### config.mk
export PLATFORM = sky130hd
export DESIGN_NAME = instr_fetch_unit
export DESIGN_NICKNAME = d
export VERILOG_FILES = /design/src/rtl/cpu_pkg.sv /design/src/rtl/fetch_fifo.sv /design/src/rtl/instr_fetch_unit.sv
export SDC_FILE = /design/constraint.sdc
export NUM_CORES = 1
export LEC_CHECK = 0
export ABC_CLOCK_PERIOD_IN_PS = 2000
export CAP_MARGIN = 20
export CORE_MARGIN = 3
export CORE_UTILIZATION = 47
export CTS_CLUSTER_SIZE = 25
export DETAILED_ROUTE_END_ITERATION = 16
export GPL_TIMING_DRIVEN = 0
export PLACE_DENSITY = 0.74
export SLEW_MARGIN = 0
export SYNTH_ARGS = -nofsm -noshare
export SYNTH_HDL_FRONTEND = slang
export SYNTH_SLANG_ARGS = --single-unit
### constraint.sdc
create_clock -name clk -period 2 [get_ports clk]
set_input_delay 0.4 -clock clk [delete_from_list [all_inputs] [get_ports clk]]
set_output_delay 0.4 -clock clk [all_outputs]
set_load 0.01 [all_outputs]
### src/rtl/cpu_pkg.sv
// Shared CPU front-end types: widths, fetch FSM states and the buffered fetch entry.
package cpu_pkg;

    localparam int PC_W    = 16;
    localparam int INSTR_W = 16;
    localparam int ENTRY_W = PC_W + INSTR_W;

    typedef enum logic [1:0] {
        IDLE  = 2'd0,
        REQ   = 2'd1,
        DRAIN = 2'd2
    } fetch_state_t;

    typedef struct packed {
        logic [PC_W-1:0]    pc;
        logic [INSTR_W-1:0] instr;
    } fetch_entry_t;

    // Word-addressed PC; wraps from all-ones to zero.
    function automatic logic [PC_W-1:0] pc_inc(input logic [PC_W-1:0] pc);
        return pc + PC_W'(1);
    endfunction

endpackage

### src/rtl/fetch_fifo.sv
// Small power-of-two FIFO holding {pc, instr} fetch entries; flush beats push and pop.
module fetch_fifo
    import cpu_pkg::*;
#(
    parameter int DEPTH = 2,
    parameter int WIDTH = ENTRY_W
) (
    input  logic                     clk,
    input  logic                     reset,
    input  logic                     push,
    input  logic [WIDTH-1:0]         wdata,
    input  logic                     pop,
    input  logic                     flush,
    output logic [WIDTH-1:0]         rdata,
    output logic                     full,
    output logic                     empty,
    output logic [$clog2(DEPTH):0]   count
);

    localparam int AW = $clog2(DEPTH);
    localparam int CW = AW + 1;

    logic [DEPTH-1:0][WIDTH-1:0] mem_q;
    logic [AW-1:0]               wr_ptr_q, rd_ptr_q;
    logic [CW-1:0]               cnt_q;
    logic                        do_push, do_pop;

    assign full    = (cnt_q == CW'(DEPTH));
    assign empty   = (cnt_q == '0);
    assign count   = cnt_q;
    assign rdata   = mem_q[rd_ptr_q];
    assign do_push = push && !full;
    assign do_pop  = pop && !empty;

    // Storage is cleared on reset so the head reads as zero before the first fetch.
    always_ff @(posedge clk) begin
        if (reset) begin
            mem_q    <= '0;
            wr_ptr_q <= '0;
            rd_ptr_q <= '0;
            cnt_q    <= '0;
        end else if (flush) begin
            wr_ptr_q <= '0;
            rd_ptr_q <= '0;
            cnt_q    <= '0;
        end else begin
            if (do_push) begin
                mem_q[wr_ptr_q] <= wdata;
                wr_ptr_q        <= wr_ptr_q + AW'(1);
            end
            if (do_pop) begin
                rd_ptr_q <= rd_ptr_q + AW'(1);
            end
            cnt_q <= cnt_q + CW'(do_push) - CW'(do_pop);
        end
    end

endmodule

### src/rtl/instr_fetch_unit.sv
// Fetch stage: owns the PC, issues one-outstanding imem requests and buffers words
// for decode; a redirect flushes the buffer and drains any in-flight request.
module instr_fetch_unit
    import cpu_pkg::*;
#(
    parameter logic [PC_W-1:0] RESET_PC = 16'h0000,
    parameter int              DEPTH    = 2
) (
    input  logic               clk,
    input  logic               reset,
    output logic               imem_req,
    output logic [PC_W-1:0]    imem_addr,
    input  logic               imem_ack,
    input  logic [INSTR_W-1:0] imem_rdata,
    output logic [INSTR_W-1:0] instr,
    output logic [PC_W-1:0]    instr_pc,
    output logic               instr_valid,
    input  logic               instr_ready,
    input  logic               redirect,
    input  logic [PC_W-1:0]    redirect_pc,
    input  logic               halt
);

    localparam int CW = $clog2(DEPTH) + 1;

    fetch_state_t        state_q, state_d;
    logic [PC_W-1:0]     fetch_pc_q, fetch_pc_d;
    logic [PC_W-1:0]     drain_pc_q, drain_pc_d;
    logic                xfer, push, pop, full, empty;
    logic [CW-1:0]       count, count_nxt;
    fetch_entry_t        wr_entry, head;
    logic [ENTRY_W-1:0]  head_raw;

    assign imem_req  = (state_q == REQ) || (state_q == DRAIN);
    assign imem_addr = (state_q == DRAIN) ? drain_pc_q : fetch_pc_q;

    assign xfer      = imem_req && imem_ack;
    assign push      = xfer && (state_q == REQ) && !redirect;
    assign pop       = instr_valid && instr_ready && !redirect;
    assign count_nxt = count + CW'(push) - CW'(pop);
    assign wr_entry  = '{pc: fetch_pc_q, instr: imem_rdata};

    fetch_fifo #(
        .DEPTH (DEPTH),
        .WIDTH (ENTRY_W)
    ) u_fifo (
        .clk   (clk),
        .reset (reset),
        .push  (push),
        .wdata (wr_entry),
        .pop   (pop),
        .flush (redirect),
        .rdata (head_raw),
        .full  (full),
        .empty (empty),
        .count (count)
    );

    assign head        = fetch_entry_t'(head_raw);
    assign instr       = head.instr;
    assign instr_pc    = head.pc;
    assign instr_valid = !empty;

    always_comb begin
        state_d    = state_q;
        fetch_pc_d = fetch_pc_q;
        drain_pc_d = drain_pc_q;
        if (redirect) begin
            fetch_pc_d = redirect_pc;
            unique case (state_q)
                IDLE:  state_d = halt ? IDLE : REQ;
                REQ: begin
                    if (imem_ack) begin
                        state_d = halt ? IDLE : REQ;
                    end else begin
                        // Memory still owes us a word; hold its address until it arrives.
                        state_d    = DRAIN;
                        drain_pc_d = fetch_pc_q;
                    end
                end
                DRAIN: if (imem_ack) state_d = halt ? IDLE : REQ;
                default: state_d = IDLE;
            endcase
        end else begin
            unique case (state_q)
                IDLE: if (!full && !halt) state_d = REQ;
                REQ: begin
                    if (imem_ack) begin
                        fetch_pc_d = pc_inc(fetch_pc_q);
                        state_d    = (count_nxt < CW'(DEPTH) && !halt) ? REQ : IDLE;
                    end
                end
                DRAIN: if (imem_ack) state_d = halt ? IDLE : REQ;
                default: state_d = IDLE;
            endcase
        end
    end

    always_ff @(posedge clk) begin
        if (reset) begin
            state_q    <= IDLE;
            fetch_pc_q <= RESET_PC;
            drain_pc_q <= RESET_PC;
        end else begin
            state_q    <= state_d;
            fetch_pc_q <= fetch_pc_d;
            drain_pc_q <= drain_pc_d;
        end
    end

endmodule

==> flow_results.org, run 1 <==
** Run status
- Status :: finished with violations
- The final reports fail on negative setup slack.

** Floorplan
- The die covers 11200 um^2.
- Top-level port count :: between 80 and 90
- In this run the horizontal extent of the chip is around 110 um.
- In this run the vertical extent of the chip is around 110 um.
- Starting utilization of the core area :: 49.4%
- Num rows :: 35
- The floorplan step defined a core boundary enclosing 9460 um^2.

** Layout
- Combined flip-flop and latch cell area :: 2050 um^2
- Number of nets in the finished design :: around 750
- Area added between synthesis and finish :: 34.4%
- The multi-input combinational cells in the finished layout cover a total of ~2500 um^2.
- The library cells used most frequently in the layout, excluding fill and tap cells, are sky130_fd_sc_hd__nand2_1, sky130_fd_sc_hd__dfxtp_1, sky130_fd_sc_hd__a21oi_1, sky130_fd_sc_hd__mux2_2, sky130_fd_sc_hd__clkdlybuf4s50_1.
- Counting the fill cells in the layout gives between 700 and 800.
- Commonest non-fill, non-tap cell in the layout :: sky130_fd_sc_hd__nand2_1
- Antenna fix cells :: 0
- Once layout is complete, the cells apart from fillers number roughly 830.
- Of the cells placed in the final design, the portion with a size suffix greater than 1 is between 20% and 30%.

** Clock network
- Total number of clock tree sinks :: approximately 100
- Maximum count of clock buffers along a single path :: 2
- Clock tree synthesis inserted a total of 9 buffers.
- H-tree Lvls :: 3
- Hold-fix buffer count after cts :: 0
- Clk Latency, worst-skew pair :: between 0.3 and 0.4 ns
- TritonCTS clock tree :: built
- The tree is rooted in a sky130_fd_sc_hd__clkbuf_8.
- Clock-pin slew on the worst setup and hold paths :: roughly 0.10 ns

** Global route
- Entering global routing, the biggest net connects 20 pins.
- Global routing used 23.5% of the available tracks across all layers.
- Via count of the first global-routing pass :: ~4200
- Initial antenna violation count :: 0
- The first global-routing pass estimated around 21000 um of wire.
- Global routing finished with a remaining overflow of 0.

** Yosys
- Sequential share of the synthesized area :: ~44%
- Post-synthesis instance total :: around 580
- The top cell type by area accounts for between 40% and 50% of the synthesized area.
- The Yosys step of the flow raised 0 warnings.
- Post-synthesis cell type with the largest combined area :: sky130_fd_sc_hd__dfxtp_1
- Synth Area per Inst :: 8.10 um^2
- Count of unique library cells instantiated by Yosys :: 38
- Biggest area contributors in the synthesized netlist :: sky130_fd_sc_hd__dfxtp_1, sky130_fd_sc_hd__nand2_1, sky130_fd_sc_hd__mux2_2
- Number of register bits inferred by synthesis :: between 100 and 150
- The number of nets in the synthesized netlist is 623.
- The cell area that synthesis handed to floorplanning was about 4700 um^2.

** Place
- Input and output buffers added on the ports amount to 86.
- OpenSTA, run right after detailed placement, puts the worst setup slack at -0.843 ns.
- Half-perimeter wire length after detailed placement :: roughly 9200 um
- The congestion estimate from routability-driven global placement came to approximately 0.83.
- Placed instance count :: around 790

** Pwr
- Across the VDD grid, the largest voltage drop is between 0.0003 and 0.0004 V.
- Summed over all cells, the static leakage comes to 2.42 nW.
- Dividing total power by cell area gives a power density of about 620 nW/um^2.

** STA
- Total count of hold-check failures in the final report :: 0
- Timing would allow up to a little under 0.5 GHz.
- Setup violations remaining at the end of the flow were counted as 7.
- Across all setup checks in the final design, the least slack found is -0.0517 ns.
- RSZ-0062 raised after global routing :: true
- Hold is met by between 0.4 and 0.5 ns.
- Max-slew violations :: 0
- The worst path in the final design needs a cycle of approximately 2.1 ns, including I/O delays and setup.
- Period utilisation layout :: 103%
- On the final layout, the worst clock skew is roughly 0.0076 ns.
- Adding up every negative setup slack in the final design gives -0.256 ns.
- Worst rel slew slack :: between 50% and 60%
- At the pin with the least slew margin, the transition time is a little over 0.6 ns.

** Setup path
- Setup crit start kind :: flop
- The worst setup path is of the reg2out kind.
- Worst path required time :: 1.60 ns
- Along the worst path, the maximum fanout reaches 4.
- CP Capture Type :: output pin
- Data arrival time at the worst-slack endpoint :: approximately 1.7 ns

** Run
- Across the run, the number of max-cap violations was 0.

** Detailed routing
- Post-detailed-route wirelength per cell :: between 15 and 20 um
- Initial DRC count :: 337
- Number of DRC violations after detailed routing :: 0
- Via Count :: roughly 4500
- The routed design has 13800 um of wire.
- ANT nets after route :: 0
- Ratio of routed vias to standard cells :: 5.41
- The first detailed-routing pass ran for 7 iterations.

** Worst hold path
- The tightest min-delay check is of the reg2reg type.
[flip-flops by register name, indices dropped and copies added, names as in the netlist]
signal           count
drain_pc_q          16
u_fifo.count         2
u_fifo.mem_q        64
state_q              2
u_fifo.rd_ptr_q      1
fetch_pc_q          16
u_fifo.wr_ptr_q      1
[path summary, 6_finish.rpt]
check                                        to  slack, ns  depth (start not counted)                          start
setup / recovery                  imem_addr[10]      -0.05                          6        state_q[0]$_SDFFE_PP0P_
hold reg to reg   u_fifo.mem_q[16]$_SDFFE_PP0P_       0.46                          2  u_fifo.mem_q[16]$_SDFFE_PP0P_
setup reg to reg        state_q[0]$_SDFFE_PP0P_       0.06                          9     u_fifo.count[1]$_SDFF_PP0_
hold / removal    u_fifo.mem_q[16]$_SDFFE_PP0P_       0.46                          2  u_fifo.mem_q[16]$_SDFFE_PP0P_
[where the power goes]
group	total [mW]	leakage, nW	switching [mW]	internal (mW)
logic	0.477	1.49	0.250	0.227
clock network	1.35	0.103	0.727	0.622
registers	2.09	0.828	0.0250	2.06
[cells by family after synthesis]
family / count (synthesis) / share of synthesized area, %
flip-flops: 102 / 43.7
adder cells (fa/ha/maj): 8 / 2.14
AO/OA/AOI/OAI: 110 / 12.4
multiplexers: 49 / 11.8
XOR/XNOR: 19 / 3.56
buffers and inverters: 56 / 5.33
AND/OR/NAND/NOR: 233 / 21.1
[worst max-delay path, cell delays in order, from the launching register on]
cell	delay, ns
sky130_fd_sc_hd__dfxtp_2	0.34
sky130_fd_sc_hd__inv_2	0.06
sky130_fd_sc_hd__ha_4	0.21
sky130_fd_sc_hd__buf_8	0.14
sky130_fd_sc_hd__buf_6	0.11
sky130_fd_sc_hd__mux2_4	0.30
sky130_fd_sc_hd__buf_6	0.12
[per-stage QoR]
stage | util [%] | total power [mW] | instance area [um^2]
floorplan | - | 2.35 | 4680
global placement | 60.3 | 2.55 | 5700
global route | 66.4 | 4.03 | 6280
finish | 66.4 | 3.91 | 6280
detailed placement | 60.3 | 2.56 | 5700
CTS | 64.9 | 3.89 | 6130
[synth_stat cells]
| cell type | n |
|---|---|
| sky130_fd_sc_hd__nor2_2 | 1 |
| sky130_fd_sc_hd__buf_4 | 2 |
| sky130_fd_sc_hd__or2_2 | 2 |
| sky130_fd_sc_hd__nor4_2 | 2 |
| sky130_fd_sc_hd__nor3_1 | 9 |
| sky130_fd_sc_hd__o22ai_1 | 1 |
| sky130_fd_sc_hd__nand2_4 | 1 |
| sky130_fd_sc_hd__a211oi_1 | 6 |
| sky130_fd_sc_hd__dfxtp_1 | 102 |
| sky130_fd_sc_hd__xor2_1 | 9 |
| sky130_fd_sc_hd__nand3_1 | 6 |
| sky130_fd_sc_hd__xnor2_1 | 10 |
| sky130_fd_sc_hd__a311oi_1 | 1 |
| sky130_fd_sc_hd__and2_1 | 2 |
| sky130_fd_sc_hd__and3_1 | 1 |
| sky130_fd_sc_hd__mux2i_1 | 2 |
| sky130_fd_sc_hd__ha_1 | 8 |
| sky130_fd_sc_hd__nand2_1 | 177 |
| sky130_fd_sc_hd__nor3b_1 | 1 |
| sky130_fd_sc_hd__clkbuf_1 | 29 |
| sky130_fd_sc_hd__nand2b_1 | 2 |
| sky130_fd_sc_hd__or3_1 | 1 |
| sky130_fd_sc_hd__a22oi_1 | 2 |
| sky130_fd_sc_hd__clkbuf_2 | 1 |
| sky130_fd_sc_hd__and2b_1 | 1 |
| sky130_fd_sc_hd__o21ai_0 | 5 |
| sky130_fd_sc_hd__o21bai_1 | 1 |
| sky130_fd_sc_hd__nor3_4 | 1 |
| sky130_fd_sc_hd__nor4_1 | 2 |
| sky130_fd_sc_hd__nand4_1 | 8 |
| sky130_fd_sc_hd__buf_1 | 3 |
| sky130_fd_sc_hd__buf_2 | 12 |
| sky130_fd_sc_hd__a21oi_1 | 93 |
| sky130_fd_sc_hd__mux2_2 | 47 |
| sky130_fd_sc_hd__a2bb2oi_1 | 1 |
| sky130_fd_sc_hd__buf_6 | 2 |
| sky130_fd_sc_hd__nor2_1 | 16 |
| sky130_fd_sc_hd__inv_1 | 7 |
[final cells by class]
class / count / area share [%]
multi-input cells: 419 / 39.5
well taps: 129 / 2.57
clock buffers: 10 / 2.19
inverters: 7 / 0.418
flip-flops and latches: 102 / 32.7
clock inverters: 6 / 1.10
repair buffers: 115 / 16.9
plain buffers: 46 / 4.66
[layer usage]
| metal | vias up | part of all wire (%) | global-route usage [%] |
|---|---|---|---|
| li1 | 2163 | - | - |
| met1 | 2138 | 41 | 30.0 |
| met2 | 191 | 50 | 40.4 |
| met3 | 19 | 7.4 | 4.10 |
| met4 | 0 | 1.2 | 7.22 |
| met5 | - | 0 | 0 |
[timing repair]
item / 4_1_cts / 5_1_grt
setup buffers: 12 / 13
endpoints found under the setup margin: 72 / 113
pin swaps: 4 / 4
resized for setup: 152 / 81
gates cloned: 2 / 3
Note: power is estimated with default switching activity, not from simulation.
==> run 2: changes to the inputs <==
--- a/config.mk
+++ b/config.mk
@@ -8,12 +8,14 @@
 export ABC_CLOCK_PERIOD_IN_PS = 2000
 export CAP_MARGIN = 20
 export CORE_MARGIN = 3
-export CORE_UTILIZATION = 47
+export CORE_UTILIZATION = 48
 export CTS_CLUSTER_SIZE = 25
 export DETAILED_ROUTE_END_ITERATION = 16
 export GPL_TIMING_DRIVEN = 0
 export PLACE_DENSITY = 0.74
+export SETUP_SLACK_MARGIN = 0.2
 export SLEW_MARGIN = 0
 export SYNTH_ARGS = -nofsm -noshare
 export SYNTH_HDL_FRONTEND = slang
+export SYNTH_HIERARCHICAL = 1
 export SYNTH_SLANG_ARGS = --single-unit
==> flow_results.org, run 2 <==
** Clock network
- Maximum count of clock buffers along a single path :: 2
- TritonCTS built the clock tree.
- Clock tree synthesis selected as its root buffer the cell sky130_fd_sc_hd__clkbuf_8.
- For the worst-skew pair, the clock arrives at the later sink with an insertion delay of around 0.37 ns.
- Number of clock buffers inserted by TritonCTS :: 9
- In this run, post-CTS hold repair placed 0 buffers.
- Clock-pin slew on the worst setup and hold paths :: 0.10 ns
- The H-tree was split into 3 levels.
- Total number of clock tree sinks :: around 100

** Floorplan
- For this configuration, the core starts out at a cell density of about half.
- From bottom edge to top edge, the die measures around 110 um.
- The region available for standard cell placement spans 10400 um^2.
- The die covers 12000 um^2.
- After floorplanning, the core was divided into 37 placement rows.
- about 90 I/O pins were placed.
- From left edge to right edge, the die measures about 110 um.

** Run status
- The flow ran to the end, but the final reports show violations.
- Violated checks :: negative setup slack

** Global route
- Global routing finished with a remaining overflow of 0.
- The first global-routing pass estimated roughly 24000 um of wire.
- Via count of the first global-routing pass :: around 4700
- The number of antenna violations at the first check in global routing came to 0.
- Pin count of the biggest net entering global routing :: 16
- Overall global routing resource usage :: between 20 and 30%

** STA
- Worst Hold Margin :: between 0.4 and 0.5 ns
- Worst rel slew slack :: between 50% and 60%
- Number of endpoints failing setup at the final stage :: 11
- Period utilisation layout :: 103%
- RSZ-0062 raised after global routing :: true
- Total count of hold-check failures in the final report :: 0
- For the pin with the worst max-slew slack, the measured transition is approximately 0.68 ns.
- The number of pins with negative max-slew slack in the final report is 0.
- Counting I/O delays and the setup requirement, the final critical path takes approximately 2.1 ns.
- Worst path setup slack after routing :: -0.0578 ns
- For this run, the top clock speed supported by timing is 0.486 GHz.
- The clock arrives with 0.0128 ns of skew.

** Yosys
- Most frequent cells after synthesis :: sky130_fd_sc_hd__dfxtp_1, sky130_fd_sc_hd__nand2b_1, sky130_fd_sc_hd__mux2i_1, sky130_fd_sc_hd__mux2_2, sky130_fd_sc_hd__nand2_1
- Of all flip-flops after synthesis, the portion carrying an async set or reset was 0%.
- The share of the Yosys chip area taken by registers is 39.6%.
- Post-synthesis instance total :: approximately 540
- Number of enable-type register cells in the synthesized netlist :: 0
- Synth Area per Inst :: between 9 and 10 um^2
- Ranked by total cell area, the synthesized netlist is headed by sky130_fd_sc_hd__dfxtp_1, sky130_fd_sc_hd__mux2i_1, sky130_fd_sc_hd__nand2b_1.
- Post-synthesis cell type with the largest combined area :: sky130_fd_sc_hd__dfxtp_1
- The number of nets handed over by synthesis was about 590.
- Top flip-flop cell by instance count after synthesis :: sky130_fd_sc_hd__dfxtp_1
- Yosys printed 6 warnings.
- The synthesized netlist occupies a cell area of 5160 um^2.
- Counting distinct cell types in the post-synthesis netlist gives 42.
- After synthesis the netlist holds a flip-flop and latch count of 102.
- Synth top area share :: 39.6%
- In the post-synthesis netlist, the cell with the most instances is sky130_fd_sc_hd__dfxtp_1.

** Detailed routing
- Pre-antenna DRT Iters :: 5
- Once detail routing completed, the nets flagged for antenna violations numbered 0.
- In the final routed layout, each cell accounts on average for ~19 um.
- Number of DRC violations after detailed routing :: 0
- Initial DRC count :: approximately 250
- Ratio of routed vias to standard cells :: between 5 and 6
- For this block, the via count after detailed routing is between 4000 and 5000.
- Routed Wire Length :: 15800 um

** Setup path
- For this design, the slowest cell found on the critical path is sky130_fd_sc_hd__or4_4.
- Data arrival time at the worst-slack endpoint :: about 2.3 ns
- Maximum cell stage delay along the critical path :: 0.43 ns
- Worst setup startpoint :: state_q[0]$_SDFFE_PP0P_
- Chain of cells forming the critical path :: buf_6 -> buf_6 -> ha_4 -> nand2_8 -> nor2_4 -> inv_4 -> or4_4 -> buf_12 -> buf_6 -> buf_12 -> mux2i_1
- Along the worst path, the maximum fanout reaches 7.
- The startpoint identified for the worst register-to-register timing path is state_q[0]$_SDFFE_PP0P_.
- Cell repeated most along the worst path :: sky130_fd_sc_hd__buf_6
- The critical path in this run is classified as reg2reg.
- STA puts the critical path data required time at 2.29 ns.
- Setup crit start kind :: flop
- CP Capture Type :: flop

** Pwr
- Switching share of total power :: approximately a quarter
- The share of total power dissipated in the clock network is about a third.
- Internal :: approximately 3.1 mW
- Leakage :: slightly above 3 nW
- Relative contribution of combinational cells to total power :: approximately 14%
- Sw Pwr :: about 1.0 mW
- VDD sags by at most ~0.00041 V.
- Power spread over the standard cell area amounts to 529 nW/um^2.
- Per report_power, the sequential group accounts for between 50% and 60% of the total.

** Layout
- Top flop regs :: u_fifo/mem_q: 64 flops, drain_pc_q: 16 flops, fetch_pc_q: 16 flops
- Fill cells :: 680
- The top cell types in the final layout, fill and taps aside, are sky130_fd_sc_hd__dfxtp_1, sky130_fd_sc_hd__nand2b_1, sky130_fd_sc_hd__buf_6, sky130_fd_sc_hd__mux2i_1, sky130_fd_sc_hd__mux2_4.
- The post-route netlist has between 30% and 40% of its cells at a drive strength greater than 1.
- Number of flip-flops under the largest register name :: between 60 and 70
- Summing all flip-flop and latch instances after layout gives ~2100 um^2.
- Largest register by flop count :: u_fifo/mem_q
- Antenna fix cells :: 0
- The net count of the finished layout is 735.
- Relative to the synthesized area, the layout overhead comes to 50.0%.
- Area occupied by multi-input gates :: approximately 3300 um^2
- For this run, the number of standard cells in the final layout without fillers is between 800 and 900.

** Worst hold path
- In this run the most critical hold path is launched from drain_pc_q[9]$_SDFFE_PP0P_.
- The worst hold path belongs to the class reg2reg.

** Run
- The tool flagged a number of max-cap violations equal to 0.

** Place
- Routability-driven placement finished with a final weighted congestion of between 0.8 and 0.9.
- Detailed placement finished with a half-perimeter wire length of approximately 9500 um.
- Including well taps, the total number of placed cells is 760.
- Buffers placed on the I/O ports in this run total 85.
## run 2: layout make-up
cell class              instances  area share [%]
plain buffers                  35            4.86
clock buffers                  11            1.70
clock inverters                 4           0.937
inverters                      15           0.856
multi-input cells             387            42.8
flip-flops and latches        102            26.6
well taps                     136            2.20
repair buffers                139            20.1
## run 2: power by group through the flow
stage / Clock, mW / Combinational, mW / Sequential (mW)
CTS: 1.41 / 0.523 / 2.12
detailed placement: 0 / 0.439 / 2.17
global placement: 0 / 0.433 / 2.17
floorplan: 0 / 0.247 / 2.15
global route: 1.50 / 0.611 / 2.13
finish: 1.40 / 0.574 / 2.12
## run 2: worst paths after layout
check | to | slack (ns) | cells after the start
min | drain_pc_q[9]$_SDFFE_PP0P_ | 0.46 | 2
max reg2reg | u_fifo/mem_q[16]$_SDFFE_PP0P_ | -0.06 | 11
min reg2reg | drain_pc_q[9]$_SDFFE_PP0P_ | 0.46 | 2
max | u_fifo/mem_q[16]$_SDFFE_PP0P_ | -0.06 | 11
## run 2: cell families after synthesis
kind of cell,count (synthesis),share of synthesized area (%)
AOI/OAI and AO/OA,49,6.08
xor gates and xnor gates,13,2.21
adders and majority gates,8,1.94
buffers and inverters,50,5.02
DFF,102,39.6
muxes,109,22.2
and+or+nand+nor,208,23.0
## run 2: what timing repair did
action                                  in CTS  in global routing
gates cloned                                 6                  3
pin swaps                                   20                 30
setup buffers                               33                 12
endpoints found under the setup margin     134                139
resized for setup                          383                 48
## run 2: per-layer routing
layer	GRT usage (%)	part of all wire, %	vias up
met3	5.28	5.9	28
met2	44.7	52	168
met1	31.5	40	2265
met4	6.41	1.8	0
li1	-	-	2140
met5	0	0	-
## run 2: through the flow
step	instance area (um^2)	total power [mW]	worst slack, ns	utilization [%]	TNS, ns
after CTS	7400	4.05	-0.0702	71.4	-0.559
final	7750	4.10	-0.0578	74.7	-0.488
after floorplan	5220	2.40	0.176	-	0
after global routing	7750	4.24	-0.136	74.7	-2.79
after detailed placement	6240	2.61	-0.984	60.2	-78.36
after global placement	6240	2.60	-0.890	60.2	-75.81
## run 2: worst max-delay path, delay by kind of cell, from the launching register on
kind	cells	cell delay, ns
flops	1	0.39
fa+ha+maj	1	0.15
buf+inv	6	0.66
simple gates	3	0.63
mux	1	0.16
==> run 3: changes to the inputs <==
--- a/config.mk
+++ b/config.mk
@@ -19,3 +19,4 @@
 export SYNTH_HDL_FRONTEND = slang
 export SYNTH_HIERARCHICAL = 1
 export SYNTH_SLANG_ARGS = --single-unit
+export TNS_END_PERCENT = 30
==> flow_results.org, run 3 (synthesis gave the netlist of run 2 again) <==
** STA
- The number of pins with negative max-slew slack in the final report was 0.
- Worst path setup slack after routing :: -0.0523 ns
- Skew final :: approximately 0.013 ns
- Achievable clock frequency :: between 0.4 and 0.5 GHz
- Total count of hold-check failures in the final report :: 0
- Crit path time final :: between 2 and 2.5 ns
- At the pin with the least slew margin, the transition time is 0.722 ns.
- Worst rel slew slack :: between 50% and 60%
- Setup violations remaining at the end of the flow were counted as 2.
- Setup repair after global routing could not meet its margin everywhere.
- On the final layout, the worst hold slack is just under 0.4 ns.
- Period utilisation layout :: 103%

** Clock network
- TritonCTS built the clock tree.
- Maximum count of clock buffers along a single path :: 2
- Clock latency on the worst-skew pair, taken at its later pin, is about 0.38 ns.
- Counting the buffers created by CTS gives 9.
- Hold repair after CTS inserted 0 buffers.
- H-tree Lvls :: 3
- The clock drives 102 sinks.
- Clock-pin slew was measured on the worst setup and hold paths at 0.09 ns.
- Master cell of the clock root buffer :: sky130_fd_sc_hd__clkbuf_8

** Setup path
- STA classifies the critical path endpoint as an output pin.
- Setup crit start kind :: flop
- Of all nets on the critical path, the largest fanout is 7.
- Worst path required time :: about 1.6 ns
- Data arrival time at the worst-slack endpoint :: roughly 1.7 ns
- For flop-to-flop paths, the worst setup slack is roughly 0.1 ns.
- Start-to-end type of the worst setup path :: reg2out
- R2r startpoint :: state_q[0]$_SDFFE_PP0P_
- Tracing the worst setup path back leads to its startpoint at state_q[0]$_SDFFE_PP0P_.

** Layout
- Commonest non-fill, non-tap cell in the layout :: sky130_fd_sc_hd__nand2b_1
- The register with the most flip-flops in the layout has 64 of them.
- More flip-flops sit in one register than any other, and that register is u_fifo/mem_q.
- Layout Cells excl Fill :: between 800 and 900
- Share of the core filled with cells in the final layout :: 69.9%
- Area added between synthesis and finish :: 40.4%
- Top flop regs :: u_fifo/mem_q: 64 flops, drain_pc_q: 16 flops, fetch_pc_q: 16 flops
- Antenna fix cells :: 0
- In the layout the commonest cells are sky130_fd_sc_hd__nand2b_1, sky130_fd_sc_hd__dfxtp_1, sky130_fd_sc_hd__mux2i_1, sky130_fd_sc_hd__buf_6, sky130_fd_sc_hd__nand2_1.
- Cells with a size suffix above 1 make up about 30% of the layout.
- Number of nets in the finished design :: around 700

** Pwr
- Leakage :: 2.88 nW
- Worst VDD drop :: 0.000391 V
- Power density over the cells :: 567 nW/um^2
- Total Power :: about 4.1 mW

** Place
- Including well taps, the total number of placed cells is 760.
- Worst Setup Slack post-DPL :: -0.980 ns
- Quantity of I/O buffers inserted on ports :: between 80 and 90
- Routability Congestion :: about 0.9
- Detailed placement ended at an HPWL of about 9000 um.

** Detailed routing
- Wire length on met2 :: around 7000 um
- ANT nets after route :: 0
- Pre-antenna DRT Iters :: 5
- The highest metal layer carrying signal wires in the routed design is met4.
- The routed design uses between 700 and 800 um of met3 wire.
- Dividing the detail-routed via count by the number of cells gives about 5.4.
- Via Count :: 4336
- Routed Wire Length :: ~14000 um
- Post-detailed-route wirelength per cell :: ~17 um
- In the routed design, unresolved DRC markers number 0.
- In this run, the number of DRC markers left after iteration 0 of detailed routing was about 140.
- Metal-1 WL :: 6140 um

** Global route
- Global routing used 22.9% of the available tracks across all layers.
- First-pass GRT wire length :: ~21000 um
- GRT Residual Overflow :: 0
- The number of antenna violations at the first check in global routing is 0.
- The number of global-route vias before repair came to approximately 4300.
- Entering global routing, the biggest net connects 17 pins.

** Floorplan
- Core area :: ~10000 um^2
- Starting utilization of the core area :: about 50%
- The initialized floorplan defines 37 standard-cell rows.
- Height of the chip :: 110 um
- Width of the chip :: 110 um
- Top-level port count :: 88
- The die covers about 12000 um^2.

** Run status
- The flow ran to the end, but the final reports show violations.
- The checks that failed: negative setup slack.

** Worst hold path
- The startpoint identified for the worst hold timing path is redirect.
- Worst hold path type :: in2reg

** Run
- Across the run, the number of max-cap violations was 0.
[run 3: cell types whose count changed in the layout (fill, tap and decap cells not counted), moves of 3 or more]
cell	change
sky130_fd_sc_hd__nand2_1	+7
sky130_fd_sc_hd__dfxtp_2	+6
sky130_fd_sc_hd__buf_6	-15
sky130_fd_sc_hd__dfxtp_1	-6
sky130_fd_sc_hd__nand2_2	-5
sky130_fd_sc_hd__a21oi_1	+3
sky130_fd_sc_hd__clkbuf_16	-4
sky130_fd_sc_hd__mux2_4	-5
sky130_fd_sc_hd__buf_4	-6
sky130_fd_sc_hd__mux2_2	+5
[run 3: power by group]
| group | switching [mW] | leakage, nW | internal [mW] |
|---|---|---|---|
| combinational | 0.226 | 1.94 | 0.283 |
| sequential | 0.0584 | 0.831 | 2.06 |
| clock | 0.732 | 0.113 | 0.742 |
[run 3: cell type report]
class	instances	area, um^2
multi-input cells	387	3170
repair buffers	114	1200
clock inverters	5	82.6
well taps	136	170
plain buffers	35	354
clock buffers	11	141
inverters	15	66.3
fillers	778	3120
flip-flops and latches	102	2070
[run 3: worst max-delay path: stages (launching register included)]
cell	delay, ns
sky130_fd_sc_hd__dfxtp_4	0.39
sky130_fd_sc_hd__inv_4	0.05
sky130_fd_sc_hd__ha_4	0.18
sky130_fd_sc_hd__buf_8	0.14
sky130_fd_sc_hd__buf_6	0.11
sky130_fd_sc_hd__mux2_4	0.29
sky130_fd_sc_hd__buf_6	0.12
[run 3: layer usage]
| metal | vias up | global-route usage [%] |
|---|---|---|
| met3 | 9 | 4.05 |
| li1 | 2094 | - |
| met5 | - | 0 |
| met1 | 2104 | 29.6 |
| met4 | 0 | 7.21 |
| met2 | 129 | 38.9 |
[run 3: through the flow]
step           setup TNS, ns  instance area [um^2]
2_1_floorplan              0                  5210
3_3_place_gp          -73.08                  6230
3_5_place_dp          -77.28                  6230
4_1_cts               -0.232                  6830
5_1_grt               -0.662                  7250
6_report             -0.0962                  7250
[run 3: path summary, 6_finish.rpt]
check | to | cells after the start
setup / recovery | imem_addr[13] | 6
hold / removal | fetch_pc_q[13]$_SDFFE_PP0P_ | 3
setup reg to reg | u_fifo/count[1]$_SDFF_PP0_ | 11
hold reg to reg | drain_pc_q[12]$_SDFFE_PP0P_ | 2
[run 3: what timing repair did]
action,in CTS,in global routing
setup endpoints to repair,133,131
pin swaps,4,15
buffers inserted,13,11
gates resized for setup,299,76
cloned,2,3
